[src/rtl/router_fifo_pkt.sv]
// Packet-aware router output FIFO with SOP/EOP qualifiers and error flags.
// Optional read-side parity check enabled by ROUTER_FIFO_PARITY_EN.
module router_fifo_pkt #(
  parameter int DATA_WIDTH = 8,
  parameter int DEPTH      = 16,
  parameter int ADDR       = 4,
  parameter int AF_MARGIN  = 2
) (
  input  logic                  clock,
  input  logic                  reset,
  input  logic                  soft_reset,
  input  logic                  write_enb,
  input  logic                  lfd_state,
  input  logic [DATA_WIDTH-1:0] data_in,
  input  logic                  read_enb,
  output logic [DATA_WIDTH-1:0] data_out,
  output logic                  data_valid,
  output logic                  sop,
  output logic                  eop,
  output logic                  full,
  output logic                  empty,
  output logic                  almost_full,
  output logic [ADDR:0]         count,
  output logic                  overflow_err,
  output logic                  frame_err,
  output logic                  parity_err
);

  localparam int RW = DATA_WIDTH - 1;
  localparam int LW = DATA_WIDTH - 2;

  typedef enum logic {S_IDLE, S_IN_PKT} state_t;

  logic [DATA_WIDTH:0]   r_mem [DEPTH];
  logic [ADDR:0]         r_wr_ptr;
  logic [ADDR:0]         r_rd_ptr;
  logic [ADDR:0]         r_count;
  state_t                r_state;
  state_t                w_state_nxt;
  logic [RW-1:0]         r_rem;
  logic [RW-1:0]         w_rem_nxt;
  logic [RW-1:0]         w_reload;
  logic                  w_wr_acc;
  logic                  w_rd_acc;
  logic                  w_sop_nxt;
  logic                  w_eop_nxt;
  logic                  w_frame_set;
  logic [DATA_WIDTH:0]   w_rd_entry;
  logic [DATA_WIDTH-1:0] w_rd_byte;
  logic                  w_rd_hdr;
  logic [LW-1:0]         w_len;

  assign full        = (r_count == (ADDR+1)'(DEPTH));
  assign empty       = (r_count == '0);
  assign almost_full = (32'(r_count) >= 32'(DEPTH - AF_MARGIN));
  assign count       = r_count;

  // Flush dominates any same-cycle transfer.
  assign w_wr_acc = write_enb & ~full & ~soft_reset;
  assign w_rd_acc = read_enb & ~empty & ~soft_reset;

  assign w_rd_entry = r_mem[r_rd_ptr[ADDR-1:0]];
  assign w_rd_byte  = w_rd_entry[DATA_WIDTH-1:0];
  assign w_rd_hdr   = w_rd_entry[DATA_WIDTH];
  assign w_len      = w_rd_entry[DATA_WIDTH-1:2];
  // Payload length plus the trailing parity byte.
  assign w_reload   = {1'b0, w_len} + RW'(1);

  // Storage array; header flag kept in the MSB, never reset.
  always_ff @(posedge clock) begin
    if (w_wr_acc) r_mem[r_wr_ptr[ADDR-1:0]] <= {lfd_state, data_in};
  end

  // Pointers and occupancy.
  always_ff @(posedge clock or posedge reset) begin
    if (reset) begin
      r_wr_ptr <= '0;
      r_rd_ptr <= '0;
      r_count  <= '0;
    end else if (soft_reset) begin
      r_wr_ptr <= '0;
      r_rd_ptr <= '0;
      r_count  <= '0;
    end else begin
      if (w_wr_acc) r_wr_ptr <= r_wr_ptr + 1'b1;
      if (w_rd_acc) r_rd_ptr <= r_rd_ptr + 1'b1;
      case ({w_wr_acc, w_rd_acc})
        2'b10:   r_count <= r_count + 1'b1;
        2'b01:   r_count <= r_count - 1'b1;
        default: r_count <= r_count;
      endcase
    end
  end

  // Read FSM state register and remaining-byte counter.
  always_ff @(posedge clock or posedge reset) begin
    if (reset) begin
      r_state <= S_IDLE;
      r_rem   <= '0;
    end else if (soft_reset) begin
      r_state <= S_IDLE;
      r_rem   <= '0;
    end else begin
      r_state <= w_state_nxt;
      r_rem   <= w_rem_nxt;
    end
  end

  // Packet boundary tracking from header length fields.
  always_comb begin
    w_state_nxt = r_state;
    w_rem_nxt   = r_rem;
    w_sop_nxt   = 1'b0;
    w_eop_nxt   = 1'b0;
    w_frame_set = 1'b0;
    if (w_rd_acc) begin
      case (r_state)
        S_IDLE: begin
          if (w_rd_hdr) begin
            w_sop_nxt   = 1'b1;
            w_rem_nxt   = w_reload;
            w_state_nxt = S_IN_PKT;
          end else begin
            w_frame_set = 1'b1;
          end
        end
        S_IN_PKT: begin
          if (w_rd_hdr) begin
            w_frame_set = 1'b1;
            w_sop_nxt   = 1'b1;
            w_rem_nxt   = w_reload;
          end else begin
            w_rem_nxt = r_rem - 1'b1;
            if (r_rem == RW'(1)) begin
              w_eop_nxt   = 1'b1;
              w_state_nxt = S_IDLE;
            end
          end
        end
        default: w_state_nxt = S_IDLE;
      endcase
    end
  end

  // Registered read data and qualifiers.
  always_ff @(posedge clock or posedge reset) begin
    if (reset) begin
      data_out   <= '0;
      data_valid <= 1'b0;
      sop        <= 1'b0;
      eop        <= 1'b0;
    end else if (soft_reset) begin
      data_valid <= 1'b0;
      sop        <= 1'b0;
      eop        <= 1'b0;
    end else begin
      data_valid <= w_rd_acc;
      sop        <= w_sop_nxt;
      eop        <= w_eop_nxt;
      if (w_rd_acc) data_out <= w_rd_byte;
    end
  end

  // Sticky overflow and framing errors.
  always_ff @(posedge clock or posedge reset) begin
    if (reset) begin
      overflow_err <= 1'b0;
      frame_err    <= 1'b0;
    end else if (soft_reset) begin
      overflow_err <= 1'b0;
      frame_err    <= 1'b0;
    end else begin
      if (write_enb && full) overflow_err <= 1'b1;
      if (w_frame_set) frame_err <= 1'b1;
    end
  end

`ifdef ROUTER_FIFO_PARITY_EN
  logic [DATA_WIDTH-1:0] r_par;
  logic                  r_parity_err;

  assign parity_err = r_parity_err;

  // Running XOR of header and payload; compared against the eop byte.
  always_ff @(posedge clock or posedge reset) begin
    if (reset) begin
      r_par        <= '0;
      r_parity_err <= 1'b0;
    end else if (soft_reset) begin
      r_par        <= '0;
      r_parity_err <= 1'b0;
    end else begin
      r_parity_err <= 1'b0;
      if (w_rd_acc) begin
        if (w_sop_nxt) begin
          r_par <= w_rd_byte;
        end else if (w_eop_nxt) begin
          r_parity_err <= (r_par != w_rd_byte);
          r_par        <= '0;
        end else begin
          r_par <= r_par ^ w_rd_byte;
        end
      end
    end
  end
`else
  assign parity_err = 1'b0;
`endif

endmodule

[config.mk]
export PLATFORM = sky130hd
export DESIGN_NAME = router_fifo_pkt
export DESIGN_NICKNAME = d
export VERILOG_FILES = /design/src/rtl/router_fifo_pkt.sv
export SDC_FILE = /design/constraint.sdc
export NUM_CORES = 1
export LEC_CHECK = 0
export BUFFER_PORTS_ARGS = -buffer_cell sky130_fd_sc_hd__buf_2
export CAP_MARGIN = 20
export CORE_ASPECT_RATIO = 1.2
export CORE_MARGIN = 2
export CORE_UTILIZATION = 48
export CTS_CLUSTER_DIAMETER = 80
export DETAILED_ROUTE_END_ITERATION = 12
export GPL_ROUTABILITY_DRIVEN = 0
export PLACE_DENSITY = 0.67
export RECOVER_POWER = 50
export SETUP_SLACK_MARGIN = 0.2
export SYNTH_ARGS = -nofsm -noshare
export SYNTH_HDL_FRONTEND = slang
export SYNTH_SLANG_ARGS = --single-unit
[constraint.sdc]
create_clock -name clock -period 2.48 [get_ports clock]
set_input_delay 0.248 -clock clock [delete_from_list [all_inputs] [get_ports clock]]
set_output_delay 0.248 -clock clock [all_outputs]
set_load 0.05 [all_outputs]
==> out/qor.json, run 1 <==
{
  "portBuffers": 34,
  "crit_cells": 8,
  "critPathLaunch": "r_rd_ptr[0]",
  "cp.buffers_inverters": 2,
  "arrival_ns": 2.75,
  "worst_hold_slack_ns": 0.1580,
  "worst_setup_path_start_kind": "register",
  "io_pins": 36,
  "post-route-util": 0.5847,
  "cp_cell_sequence": "buf_6 -> mux4_2 -> mux4_2 -> ha_4 -> inv_4 -> a211oi_2 -> xor2_1 -> a211o_1",
  "timing_worst_setup_path_type": "register to register",
  "timing_max_transition_violations_final": 0,
  "vdd_drop_max_v": 0.0005653,
  "mappedNetlistArea_sq_mm": 0.007682,
  "grt_first_pass_wirelength_mm": 24.83,
  "critical_path.max_stage_delay_ns": 0.55,
  "worst_r2r_path_depth": 8,
  "syn_inst": 463,
  "finClkSkew_ns": 0.007140,
  "min-delay-start": "write_enb",
  "grt_pass1_vias": 4473,
  "crit-reg2reg-capture": "r_rem[4]",
  "num-nets-final": 577,
  "critical-path-top-cell-by-count": "sky130_fd_sc_hd__mux4_2",
  "final-setup-viol-count": 0,
  "drt.antenna.violating_nets": 0,
  "grt_remaining_overflow": 0,
  "detailroute.via_count": 4325,
  "worstHoldPathType": "input port to register",
  "fp-row-count": 50,
  "core-area_sq_mm": 0.01564,
  "ys_async_sr_fraction": 0.1910,
  "synth.distinct_cells": 64,
  "dominantRegCellSynth": "sky130_fd_sc_hd__edfxtp_1",
  "final_layout_size_suffix_gt1_frac": 0.3422,
  "worst_r2r_startpoint": "r_rd_ptr[0]",
  "antenna-diode-count": 0,
  "hpwl_mm": 11.05,
  "synth.net_count": 489,
  "drt_wl_total_mm": 15.71,
  "cts_tree": "built",
  "critical_path.slowest_cell": "sky130_fd_sc_hd__mux4_2",
  "grtUsageTotal": 0.1954,
  "drt_pass1_iterations": 4,
  "worstSetupEndpointType": "register",
  "synth.avg_cell_area_sq_um": 16.59,
  "synth_enable_flop_cells": 144,
  "maxCapViolations": 0,
  "timing.final.hold_violations": 0,
  "outcome": "completed",
  "htreeDepth": 4,
  "number_of_warnings_reported_in_the_yosys_synthesis_log": 0,
  "die_width_um": 119.5,
  "area_growth_pct": 19.04,
  "drt-initial-drc-count": 382,
  "cts-root-to-sink-buffers": 2,
  "cpLargestDelayFamily": "multiplexers",
  "leakage_nw": 3.254,
  "grt_max_degree": 35,
  "cts.reportedPaths.clkPinSlew_ns": 0.07,
  "yosys_register_bits": 178,
  "tritoncts.num_buffers": 17,
  "endpoint": "r_rem[4]",
  "clock_insertion_delay_worst_skew_ns": 0.43,
  "timing.critical_path.fanout_max": 6,
  "min_period_over_period": 0.9806,
  "timing.critical_path.required_ns": 2.79,
  "start_util": 0.4912,
  "clock-root-buffer": "sky130_fd_sc_hd__clkbuf_16",
  "period_needed_ns": 2.432,
  "worst_pin_slew_ns": 0.8888,
  "ff2ff_setup_slack_ns": 0.05,
  "fmax_mhz": 411.2,
  "synth-seq-area-share": 0.6736,
  "post-route-drc-count": 0,
  "max_slew_margin": 0.4075,
  "routedWlPerCell_um": 20.35,
  "numPlacedInstances": 727,
  "power_per_standard_cell_area_mw_per_mm2": 1067,
  "dieArea_sq_mm": 0.01704,
  "finalNonFillerCells": 772,
  "chipHeight_um": 142.6,
  "rsz0062_at_grt": "true",
  "cts.sinks": 178,
  "antenna_found_initial": 0,
  "routed_vias_inst": 5.602
}
==> cell usage after synthesis, types with 5 or more instances <==
master                     instances  area (sq um)
sky130_fd_sc_hd__xnor2_1          10         87.58
sky130_fd_sc_hd__nor4_1            5         31.28
sky130_fd_sc_hd__o21ai_0           8         40.04
sky130_fd_sc_hd__a221oi_2          5         75.07
sky130_fd_sc_hd__edfxtp_1        144          4324
sky130_fd_sc_hd__mux4_1           14         367.9
sky130_fd_sc_hd__nand2_1          38         142.6
sky130_fd_sc_hd__mux2i_1          13         130.1
sky130_fd_sc_hd__a21oi_1          12         60.06
sky130_fd_sc_hd__clkbuf_1          6         22.52
sky130_fd_sc_hd__nand3_1           6         30.03
sky130_fd_sc_hd__ha_1             11         137.6
sky130_fd_sc_hd__inv_1            17         63.81
sky130_fd_sc_hd__nor3_1            7         35.03
sky130_fd_sc_hd__nor2_1           34         127.6
sky130_fd_sc_hd__mux4_2           21         473.0
sky130_fd_sc_hd__dfrtp_1          34         850.8
==> final cells by class <==
type / instances / area (sq um)
inverters: 19 / 80.08
clock inverters: 14 / 160.2
multi-input cells: 247 / 2441
repair buffers: 88 / 591.8
fillers: 1194 / 6495
clock buffers: 18 / 429.2
flip-flops and latches: 178 / 5182
well taps: 208 / 260.3
==> power by group <==
group	internal [mW]	switching (mW)	leakage, nW
Clock	1.43	1.19	0.287
Combinational	1.54	1.99	1.23
Sequential	3.45	0.156	1.74
==> worst min-delay path by stage <==
stage                    to  slack (ns)  cells past startpoint
2_1_floorplan   r_mem[0][0]        0.35                      0
3_3_place_gp        r_state        0.37                      3
3_5_place_dp   overflow_err        0.38                      3
4_1_cts        overflow_err        0.15                      3
5_1_grt        overflow_err        0.16                      3
6_report       overflow_err        0.16                      3
==> cell usage in the layout, fill, tap and decap left out, drive strengths merged, types with 5 or more instances in the layout <==
cell type,instances
clkinv,5
mux2i,13
ha,11
nand3,6
nor4,5
inv,26
nor3,7
mux4,35
buf,68
clkbuf,37
nor2,34
a21oi,12
a31oi,5
dfrtp,34
a22oi,5
a221oi,6
edfxtp,144
nand2,39
o21ai,9
xnor2,10
==> per-layer routing <==
| metal | global-route usage | wire (um) | vias to the layer above |
|---|---|---|---|
| met5 | 0 | 0 | - |
| met4 | 0.05759 | 212 | 0 |
| met3 | 0.03966 | 487 | 20 |
| met2 | 0.3459 | 8316 | 93 |
| met1 | 0.2438 | 6697 | 2233 |
| li1 | - | - | 1979 |
==> what timing repair did <==
item | CTS | global route
hold buffers | 1 | 0
hold endpoints to repair | 34 | 0
pin swaps | 7 | 11
endpoints found under the setup margin | 75 | 59
buffers inserted | 10 | 2
resized for setup | 19 | 17
==> cells by family (layout without fill, tap and decap cells) <==
logic type,Yosys count,in the layout,share of synthesized area
DFF,178,178,0.6736
and+or+nand+nor,109,109,0.06482
AOI/OAI and AO/OA,63,63,0.06629
muxes,48,48,0.1264
buffers and inverters,38,139,0.03192
xor gates and xnor gates,14,14,0.01596
adders and majority gates,12,12,0.02052
other,1,1,0.0004881
==> registers in the layout, summed over array words and instances (netlist names) <==
| signal | count |
|---|---|
| overflow_err | 1 |
| data_valid | 1 |
| frame_err | 1 |
| r_rem | 7 |
| count | 5 |
| r_state | 1 |
| r_mem | 144 |
| sop | 1 |
| data_out | 8 |
| r_wr_ptr | 4 |
| r_rd_ptr | 4 |
| eop | 1 |
==> worst register-to-register path, stage by stage, from the launching register on <==
cell	delay, ns
sky130_fd_sc_hd__dfrtp_2	0.47
sky130_fd_sc_hd__buf_6	0.13
sky130_fd_sc_hd__mux4_2	0.47
sky130_fd_sc_hd__mux4_2	0.55
sky130_fd_sc_hd__ha_4	0.20
sky130_fd_sc_hd__inv_4	0.06
sky130_fd_sc_hd__a211oi_2	0.04
sky130_fd_sc_hd__xor2_1	0.14
sky130_fd_sc_hd__a211o_1	0.26
==> metrics by stage <==
| step | instance area [sq um] | setup TNS [ns] | power, mW | setup slack, ns |
|---|---|---|---|---|
| 4_1_cts | 9081 | 0 | 9.752 | 0.04794 |
| 5_1_grt | 9145 | -0.03733 | 10.21 | -0.03251 |
| 3_3_place_gp | 8354 | 0 | 6.867 | 0.001590 |
| 3_5_place_dp | 8354 | -0.04406 | 6.930 | -0.04406 |
| 6_report | 9145 | 0 | 9.761 | 0.04809 |
| 2_1_floorplan | 7785 | -0.01056 | 6.061 | -0.01056 |
No activity file was read; power rests on OpenSTA's default activity.
==> run 2: changes to the inputs <==
--- a/config.mk
+++ b/config.mk
@@ -7,13 +7,15 @@
 export LEC_CHECK = 0
 export BUFFER_PORTS_ARGS = -buffer_cell sky130_fd_sc_hd__buf_2
 export CAP_MARGIN = 20
+export CELL_PAD_IN_SITES_DETAIL_PLACEMENT = 1
+export CELL_PAD_IN_SITES_GLOBAL_PLACEMENT = 2
 export CORE_ASPECT_RATIO = 1.2
 export CORE_MARGIN = 2
-export CORE_UTILIZATION = 48
+export CORE_UTILIZATION = 41
 export CTS_CLUSTER_DIAMETER = 80
 export DETAILED_ROUTE_END_ITERATION = 12
 export GPL_ROUTABILITY_DRIVEN = 0
-export PLACE_DENSITY = 0.67
+export PLACE_DENSITY_LB_ADDON = 0.15
 export RECOVER_POWER = 50
 export SETUP_SLACK_MARGIN = 0.2
 export SYNTH_ARGS = -nofsm -noshare
==> out/qor.json, run 2 (synthesis results as in run 1) <==
{
  "grtUsageTotal": {"value": 0.1928, "change": "-0.002589"},
  "chipHeight": {"value": 154.0, "unit": "um", "change": "+8.0%"},
  "portBuffers": {"value": 34, "change": "unchanged"},
  "antenna-diode-count": {"value": 0, "change": "unchanged"},
  "antenna_found_initial": {"value": 0, "change": "unchanged"},
  "power_per_standard_cell_area": {"value": 1070, "unit": "mW/mm^2", "change": "+0.23%"},
  "dieArea": {"value": 0.01985, "unit": "sq mm", "change": "+17%"},
  "power.combinational.fraction": {"value": 0.387, "change": "+0.025"},
  "area_growth_pct": 23.62,
  "largest_register_ffs": {"value": 144, "change": "unchanged"},
  "drt_pass1_iterations": {"value": 4, "change": "unchanged"},
  "grt_max_degree": {"value": 35, "change": "unchanged"},
  "hpwl": {"value": 12.07, "unit": "mm", "change": "+9.3%"},
  "worstHoldPathCells": {"value": 3, "change": "unchanged"},
  "min-delay-start": "write_enb",
  "cts-root-to-sink-buffers": {"value": 2, "change": "unchanged"},
  "critical_path.max_stage_delay": {"value": 0.57, "unit": "ns", "change": "+0.02 ns"},
  "crit-reg2reg-capture": "r_rem[4]",
  "min_period_over_period": {"value": 0.9875, "change": "+0.006861"},
  "worstSetupEndpointType": "register",
  "worst_setup_path_start_kind": "register",
  "maxCapViolations": {"value": 0, "change": "unchanged"},
  "timing.critical_path.required": {"value": 2.79, "unit": "ns", "change": "about the same"},
  "arrival": {"value": 2.76, "unit": "ns", "change": "about the same"},
  "critical_path.slowest_cell": "sky130_fd_sc_hd__mux4_2",
  "cts.reportedPaths.clkPinSlew": {"value": 0.08, "unit": "ns", "change": "about the same"},
  "die_width": {"value": 129.0, "unit": "um", "change": "+7.9%"},
  "grt_remaining_overflow": {"value": 0, "change": "unchanged"},
  "drt_wl_total": {"value": 17.64, "unit": "mm", "change": "+12%"},
  "sw_pwr": {"value": 3.615, "unit": "mW", "change": "+8.1%"},
  "routed_vias_inst": {"value": 5.298, "change": "-5.4%"},
  "final-setup-viol-count": {"value": 0, "change": "unchanged"},
  "pwr-share-clk": {"value": 0.256, "change": "-0.013"},
  "num-nets-final": {"value": 587, "change": "+1.7%"},
  "htreeDepth": {"value": 4, "change": "unchanged"},
  "hold_path_sink": "overflow_err",
  "clock_insertion_delay_worst_skew": {"value": 0.43, "unit": "ns", "change": "about the same"},
  "number_of_fill_cells": {"value": 1733, "change": "+45%"},
  "routedWlPerCell": {"value": 21.36, "unit": "um", "change": "+4.9%"},
  "io_pins": {"value": 36, "change": "unchanged"},
  "switching_share": {"value": 0.3558, "change": "+0.01311"},
  "grt_pass1_vias": {"value": 4823, "change": "+7.8%"},
  "p_int": {"value": 6.545, "unit": "mW", "change": "+2.0%"},
  "worst_r2r_startpoint": "r_rd_ptr[0]",
  "cp.buffers_inverters": {"value": 1, "change": "-1"},
  "tritoncts.num_buffers": {"value": 17, "change": "unchanged"},
  "crit_cells": {"value": 7, "change": "-1"},
  "ff2ff_setup_slack": {"value": 0.03, "unit": "ns", "change": "-0.02 ns"},
  "cp_cell_sequence": "mux4_2 -> mux4_2 -> ha_4 -> inv_4 -> a211oi_2 -> xor2_1 -> a211o_1",
  "worstHoldPathType": "input port to register",
  "rsz0062_at_grt": "true",
  "period_needed": {"value": 2.449, "unit": "ns", "change": "+0.01702 ns"},
  "vdd_drop_max": {"value": 0.0005813, "unit": "V", "change": "+2.8%"},
  "worst_hold_slack": {"value": 0.1542, "unit": "ns", "change": "-0.003809 ns"},
  "grt_first_pass_wirelength": {"value": 28.33, "unit": "mm", "change": "+14%"},
  "timing_max_transition_violations_final": {"value": 0, "change": "unchanged"},
  "cts.sinks": {"value": 178, "change": "unchanged"},
  "layout_commonest_cell": "sky130_fd_sc_hd__edfxtp_1",
  "core-area": {"value": 0.01831, "unit": "sq mm", "change": "+17%"},
  "drt.antenna.violating_nets": {"value": 0, "change": "unchanged"},
  "p_total": {"value": 10.16, "unit": "mW", "change": "+4.1%"},
  "cts_tree": "built",
  "fmax": {"value": 408.3, "unit": "MHz", "change": "-0.69%"},
  "detailroute.via_count": {"value": 4376, "change": "+1.2%"},
  "timing.final.hold_violations": {"value": 0, "change": "unchanged"},
  "clock-root-buffer": "sky130_fd_sc_hd__clkbuf_16",
  "leakage": {"value": 3.372, "unit": "nW", "change": "+3.6%"},
  "critical-path-top-cell-by-count": "sky130_fd_sc_hd__mux4_2",
  "start_util": {"value": 0.4196, "change": "-0.07163"},
  "final_layout_size_suffix_gt1_frac": {"value": 0.3833, "change": "+0.04108"},
  "timing.critical_path.fanout_max": {"value": 7, "change": "+1"},
  "drt-initial-drc-count": {"value": 218, "change": "-43%"},
  "post-route-drc-count": {"value": 0, "change": "unchanged"},
  "layout_common_cells": "sky130_fd_sc_hd__edfxtp_1, sky130_fd_sc_hd__buf_4, sky130_fd_sc_hd__nand2_1",
  "finClkSkew": {"value": 0.01415, "unit": "ns", "change": "+0.007009 ns"},
  "outcome": "completed",
  "relative_contribution_of_sequential_cells_to_total_power": {"value": 0.356, "change": "-0.013"},
  "max_slew_margin": {"value": 0.3528, "change": "-0.05471"},
  "fp-row-count": {"value": 54, "change": "+8.0%"},
  "worst_pin_slew": {"value": 0.9708, "unit": "ns", "change": "+0.08207 ns"},
  "worst_r2r_path_depth": {"value": 7, "change": "-1"},
  "fin_tns_setup": {"value": 0, "unit": "ns", "change": "unchanged"},
  "timing_worst_setup_path_type": "register to register",
  "cpLargestDelayFamily": "multiplexers"
}
run 2: cell types whose count changed in the layout (fill, tap and decap cells not counted), sizes merged:
cell,delta
buf,+12
clkbuf,-3
clkinv,+2
bufinv,-1
run 2: timing repair:
action | in CTS | in global routing
hold buffers | 1 | 0
resized for setup | 39 | 36
gates cloned | 1 | 0
setup endpoints to repair | 119 | 60
pin swaps | 21 | 19
endpoints found under the hold margin | 34 | 0
setup buffers | 16 | 2
run 2: stage by stage:
step,cells,utilization,worst slack [ns],cell area [sq um]
floorplan,463,-,-0.01056,7785
global placement,774,0.4626,0.02146,8469
detailed placement,774,0.4626,0.001350,8469
CTS,824,0.5091,0.02187,9321
global route,826,0.5187,-0.08334,9497
finish,826,0.5187,0.03107,9497
run 2: power by group through the flow:
| stage | registers (mW) | clock network [mW] | logic [mW] |
|---|---|---|---|
| finish | 3.62 | 2.60 | 3.94 |
| global route | 3.65 | 2.77 | 4.24 |
| CTS | 3.62 | 2.67 | 3.80 |
| detailed placement | 3.68 | 0 | 3.42 |
| global placement | 3.67 | 0 | 3.38 |
| floorplan | 4.03 | 0 | 2.03 |
run 2: cell type report:
class / instances / area, sq um / share of cell area
Sequential cell: 178 / 5182 / 0.5457
Multi-Input combinational cell: 247 / 2584 / 0.2721
Timing Repair Buffer: 98 / 752.0 / 0.07918
Clock buffer: 17 / 425.4 / 0.04480
Tap cell: 252 / 315.3 / 0.03320
Clock inverter: 15 / 156.4 / 0.01647
Inverter: 19 / 81.33 / 0.008564
run 2: worst max path at each step:
stage           startpoint        to  slack, ns
3_3_place_gp   r_rd_ptr[0]  r_rem[4]       0.02
6_report       r_rd_ptr[0]  r_rem[4]       0.03
2_1_floorplan     count[3]  count[4]      -0.01
3_5_place_dp   r_rd_ptr[0]  r_rem[4]      0.001
4_1_cts        r_rd_ptr[0]  r_rem[4]       0.02
5_1_grt        r_rd_ptr[0]  r_rem[4]      -0.08
run 2: tightest hold or removal path, stage by stage:
cell and delay [ns]:
sky130_fd_sc_hd__buf_2 0.14, sky130_fd_sc_hd__a21oi_1 0.08, sky130_fd_sc_hd__nor2_1 0.08
run 2: layer usage:
| metal | track usage | vias up | share of wire |
|---|---|---|---|
| met3 | 0.03375 | 26 | 0.027 |
| met1 | 0.2579 | 2281 | 0.44 |
| li1 | - | 1996 | - |
| met2 | 0.3185 | 73 | 0.51 |
| met4 | 0.06677 | 0 | 0.019 |
| met5 | 0 | - | 0 |
==> run 3: changes to the inputs <==
--- a/config.mk
+++ b/config.mk
@@ -9,7 +9,6 @@
 export CAP_MARGIN = 20
 export CELL_PAD_IN_SITES_DETAIL_PLACEMENT = 1
 export CELL_PAD_IN_SITES_GLOBAL_PLACEMENT = 2
-export CORE_ASPECT_RATIO = 1.2
 export CORE_MARGIN = 2
 export CORE_UTILIZATION = 41
 export CTS_CLUSTER_DIAMETER = 80
==> out/qor.json, run 3 (synthesis results as in run 1) <==
{
  "drt.antenna.violating_nets": {"value": 0, "change": "unchanged"},
  "antenna-diode-count": {"value": 0, "change": "unchanged"},
  "finClkSkew": {"value": 0.01004, "unit": "ns", "change": "-0.004111 ns"},
  "fp-row-count": {"value": 50, "change": "-7.4%"},
  "cts.reportedPaths.clkPinSlew": {"value": 0.07, "unit": "ns", "change": "about the same"},
  "finalNonFillerCells": {"value": 806, "change": "-2.4%"},
  "final_layout_size_suffix_gt1_frac": {"value": 0.3514, "change": "-0.03188"},
  "portBuffers": {"value": 34, "change": "unchanged"},
  "num-nets-final": {"value": 586, "change": "-0.17%"},
  "final-setup-viol-count": {"value": 0, "change": "unchanged"},
  "routed_vias_inst": {"value": 5.490, "change": "+3.6%"},
  "leakage": {"value": 3.329, "unit": "nW", "change": "-1.3%"},
  "worst_pin_slew": {"value": 0.9198, "unit": "ns", "change": "-0.05108 ns"},
  "cts.sinks": {"value": 178, "change": "unchanged"},
  "antenna_found_initial": {"value": 0, "change": "unchanged"},
  "drt_wl_total": {"value": 18.69, "unit": "mm", "change": "+5.9%"},
  "hpwl": {"value": 12.29, "unit": "mm", "change": "+1.8%"},
  "die_width": {"value": 140.9, "unit": "um", "change": "+9.2%"},
  "worst_setup_path_start_kind": "register",
  "clock-root-buffer": "sky130_fd_sc_hd__clkbuf_16",
  "numPlacedInstances": {"value": 758, "change": "-2.1%"},
  "grt_first_pass_wirelength": {"value": 29.03, "unit": "mm", "change": "+2.5%"},
  "layout_common_cells": "sky130_fd_sc_hd__edfxtp_1, sky130_fd_sc_hd__buf_4, sky130_fd_sc_hd__nor2_1",
  "timing_max_transition_violations_final": {"value": 0, "change": "unchanged"},
  "cts-root-to-sink-buffers": {"value": 2, "change": "unchanged"},
  "fmax": {"value": 405.6, "unit": "MHz", "change": "-0.66%"},
  "io_pins": {"value": 36, "change": "unchanged"},
  "tritoncts.num_buffers": {"value": 17, "change": "unchanged"},
  "grt_max_degree": {"value": 35, "change": "unchanged"},
  "post-route-drc-count": {"value": 0, "change": "unchanged"},
  "outcome": "completed",
  "grtUsageTotal": {"value": 0.2007, "change": "+0.007890"},
  "chipHeight": {"value": 140.9, "unit": "um", "change": "-8.5%"},
  "drt-initial-drc-count": {"value": 244, "change": "+12%"},
  "critical_path.slowest_cell": "sky130_fd_sc_hd__dfrtp_4",
  "worstSetupEndpointType": "register",
  "arrival": {"value": 2.78, "unit": "ns", "change": "+0.02 ns"},
  "cts_tree": "built",
  "cp_cell_sequence": "buf_8 -> buf_8 -> mux2i_1 -> a221oi_2 -> buf_4 -> a22oi_2 -> a221oi_2 -> xnor2_1 -> a221o_1",
  "detailroute.via_count": {"value": 4425, "change": "+1.1%"},
  "worstHoldPathType": "input port to register",
  "timing.critical_path.fanout_max": {"value": 6, "change": "-1"},
  "cp.buffers_inverters": {"value": 3, "change": "+2"},
  "drt_pass1_iterations": {"value": 4, "change": "unchanged"},
  "period_needed": {"value": 2.465, "unit": "ns", "change": "+0.01634 ns"},
  "critical_path.max_stage_delay": {"value": 0.54, "unit": "ns", "change": "-0.03 ns"},
  "dieArea": {"value": 0.01985, "unit": "sq mm", "change": "about the same"},
  "setup_ws": {"value": 0.01474, "unit": "ns", "change": "-0.01634 ns"},
  "vdd_drop_max": {"value": 0.0006376, "unit": "V", "change": "+9.7%"},
  "timing_worst_setup_path_type": "register to register",
  "cpLargestDelayFamily": "compound AO/OA/AOI/OAI gates",
  "grt_remaining_overflow": {"value": 0, "change": "unchanged"},
  "timing.final.hold_violations": {"value": 0, "change": "unchanged"},
  "area_growth_pct": 20.85,
  "worst_hold_slack": {"value": 0.1228, "unit": "ns", "change": "-0.03138 ns"},
  "htreeDepth": {"value": 4, "change": "unchanged"},
  "core-area": {"value": 0.01852, "unit": "sq mm", "change": "+1.1%"},
  "grt_pass1_vias": {"value": 4759, "change": "-1.3%"},
  "layout_commonest_cell": "sky130_fd_sc_hd__edfxtp_1",
  "min_period_over_period": {"value": 0.9941, "change": "+0.006588"},
  "place_ws": {"value": -0.1163, "unit": "ns", "change": "-0.1177 ns"},
  "routedWlPerCell": {"value": 23.19, "unit": "um", "change": "+8.6%"},
  "post-route-util": {"value": 0.5014, "change": "-0.01730"},
  "max_slew_margin": {"value": 0.3868, "change": "+0.03405"},
  "timing.critical_path.required": {"value": 2.79, "unit": "ns", "change": "about the same"},
  "maxCapViolations": {"value": 0, "change": "unchanged"},
  "start_util": {"value": 0.4149, "change": "-0.004706"},
  "clock_insertion_delay_worst_skew": {"value": 0.43, "unit": "ns", "change": "about the same"},
  "power_per_standard_cell_area": {"value": 1069, "unit": "mW/mm^2", "change": "about the same"},
  "largest_register_ffs": {"value": 144, "change": "unchanged"},
  "rsz0062_at_grt": "true"
}
==> run 3: cell count changes in the layout (fill, tap and decap cells not counted), sizes merged <==
cell,before,now
clkinv,7,3
inv,26,22
clkbuf,34,37
bufinv,0,2
clkinvlp,1,3
buf,80,79
==> run 3: where the power goes <==
group,switching (mW),internal (mW)
sequential,0.203,3.45
clock,1.15,1.49
combinational,2.06,1.57
total,3.41,6.51
==> run 3: routing by layer <==
| layer | global-route usage | share of wire | vias up | routed length [um] |
|---|---|---|---|---|
| li1 | - | - | 1995 | - |
| met1 | 0.2646 | 0.44 | 2320 | 8134 |
| met2 | 0.3399 | 0.52 | 87 | 9635 |
| met3 | 0.03702 | 0.033 | 23 | 624 |
| met4 | 0.06421 | 0.016 | 0 | 298 |
| met5 | 0 | 0 | - | 0 |
==> run 3: area by class of cell <==
type,count,area (sq um)
timing repair buffer,97,693.2
clock inverter,11,128.9
sequential,178,5185
fill,1789,9234
tap,234,292.8
clock buffer,20,436.7
inverter,19,82.58
multi-input combinational,247,2465
==> run 3: metrics by stage <==
step	setup TNS (ns)	power, mW	area (sq um)
finish	0	9.927	9284
global route	-0.2502	10.41	9284
CTS	0	9.722	9110
detailed placement	-0.2197	6.945	8424
global placement	-0.04122	6.889	8424
floorplan	-0.01056	6.061	7785
==> run 3: path summary, 6_finish.rpt <==
check	from	end	slack, ns	cells after the start
worst min-delay path	soft_reset	count[1]	0.12	2
worst max-delay path	r_rd_ptr[0]	r_rem[3]	0.01	9
worst min register to register	data_out[6]	data_out[6]	0.48	2
worst max register to register	r_rd_ptr[0]	r_rem[3]	0.01	9
max in group asynchronous	reset	r_rd_ptr[0]	1.17	4
min in group asynchronous	reset	data_out[0]	0.64	4
==> run 3: timing repair <==
item,4_1_cts,5_1_grt
endpoints found under the setup margin,18,26
gates cloned,0,0
endpoints found under the hold margin,34,0
pin swaps,14,26
hold buffers,1,0
setup buffers,9,7
gates resized for setup,14,34
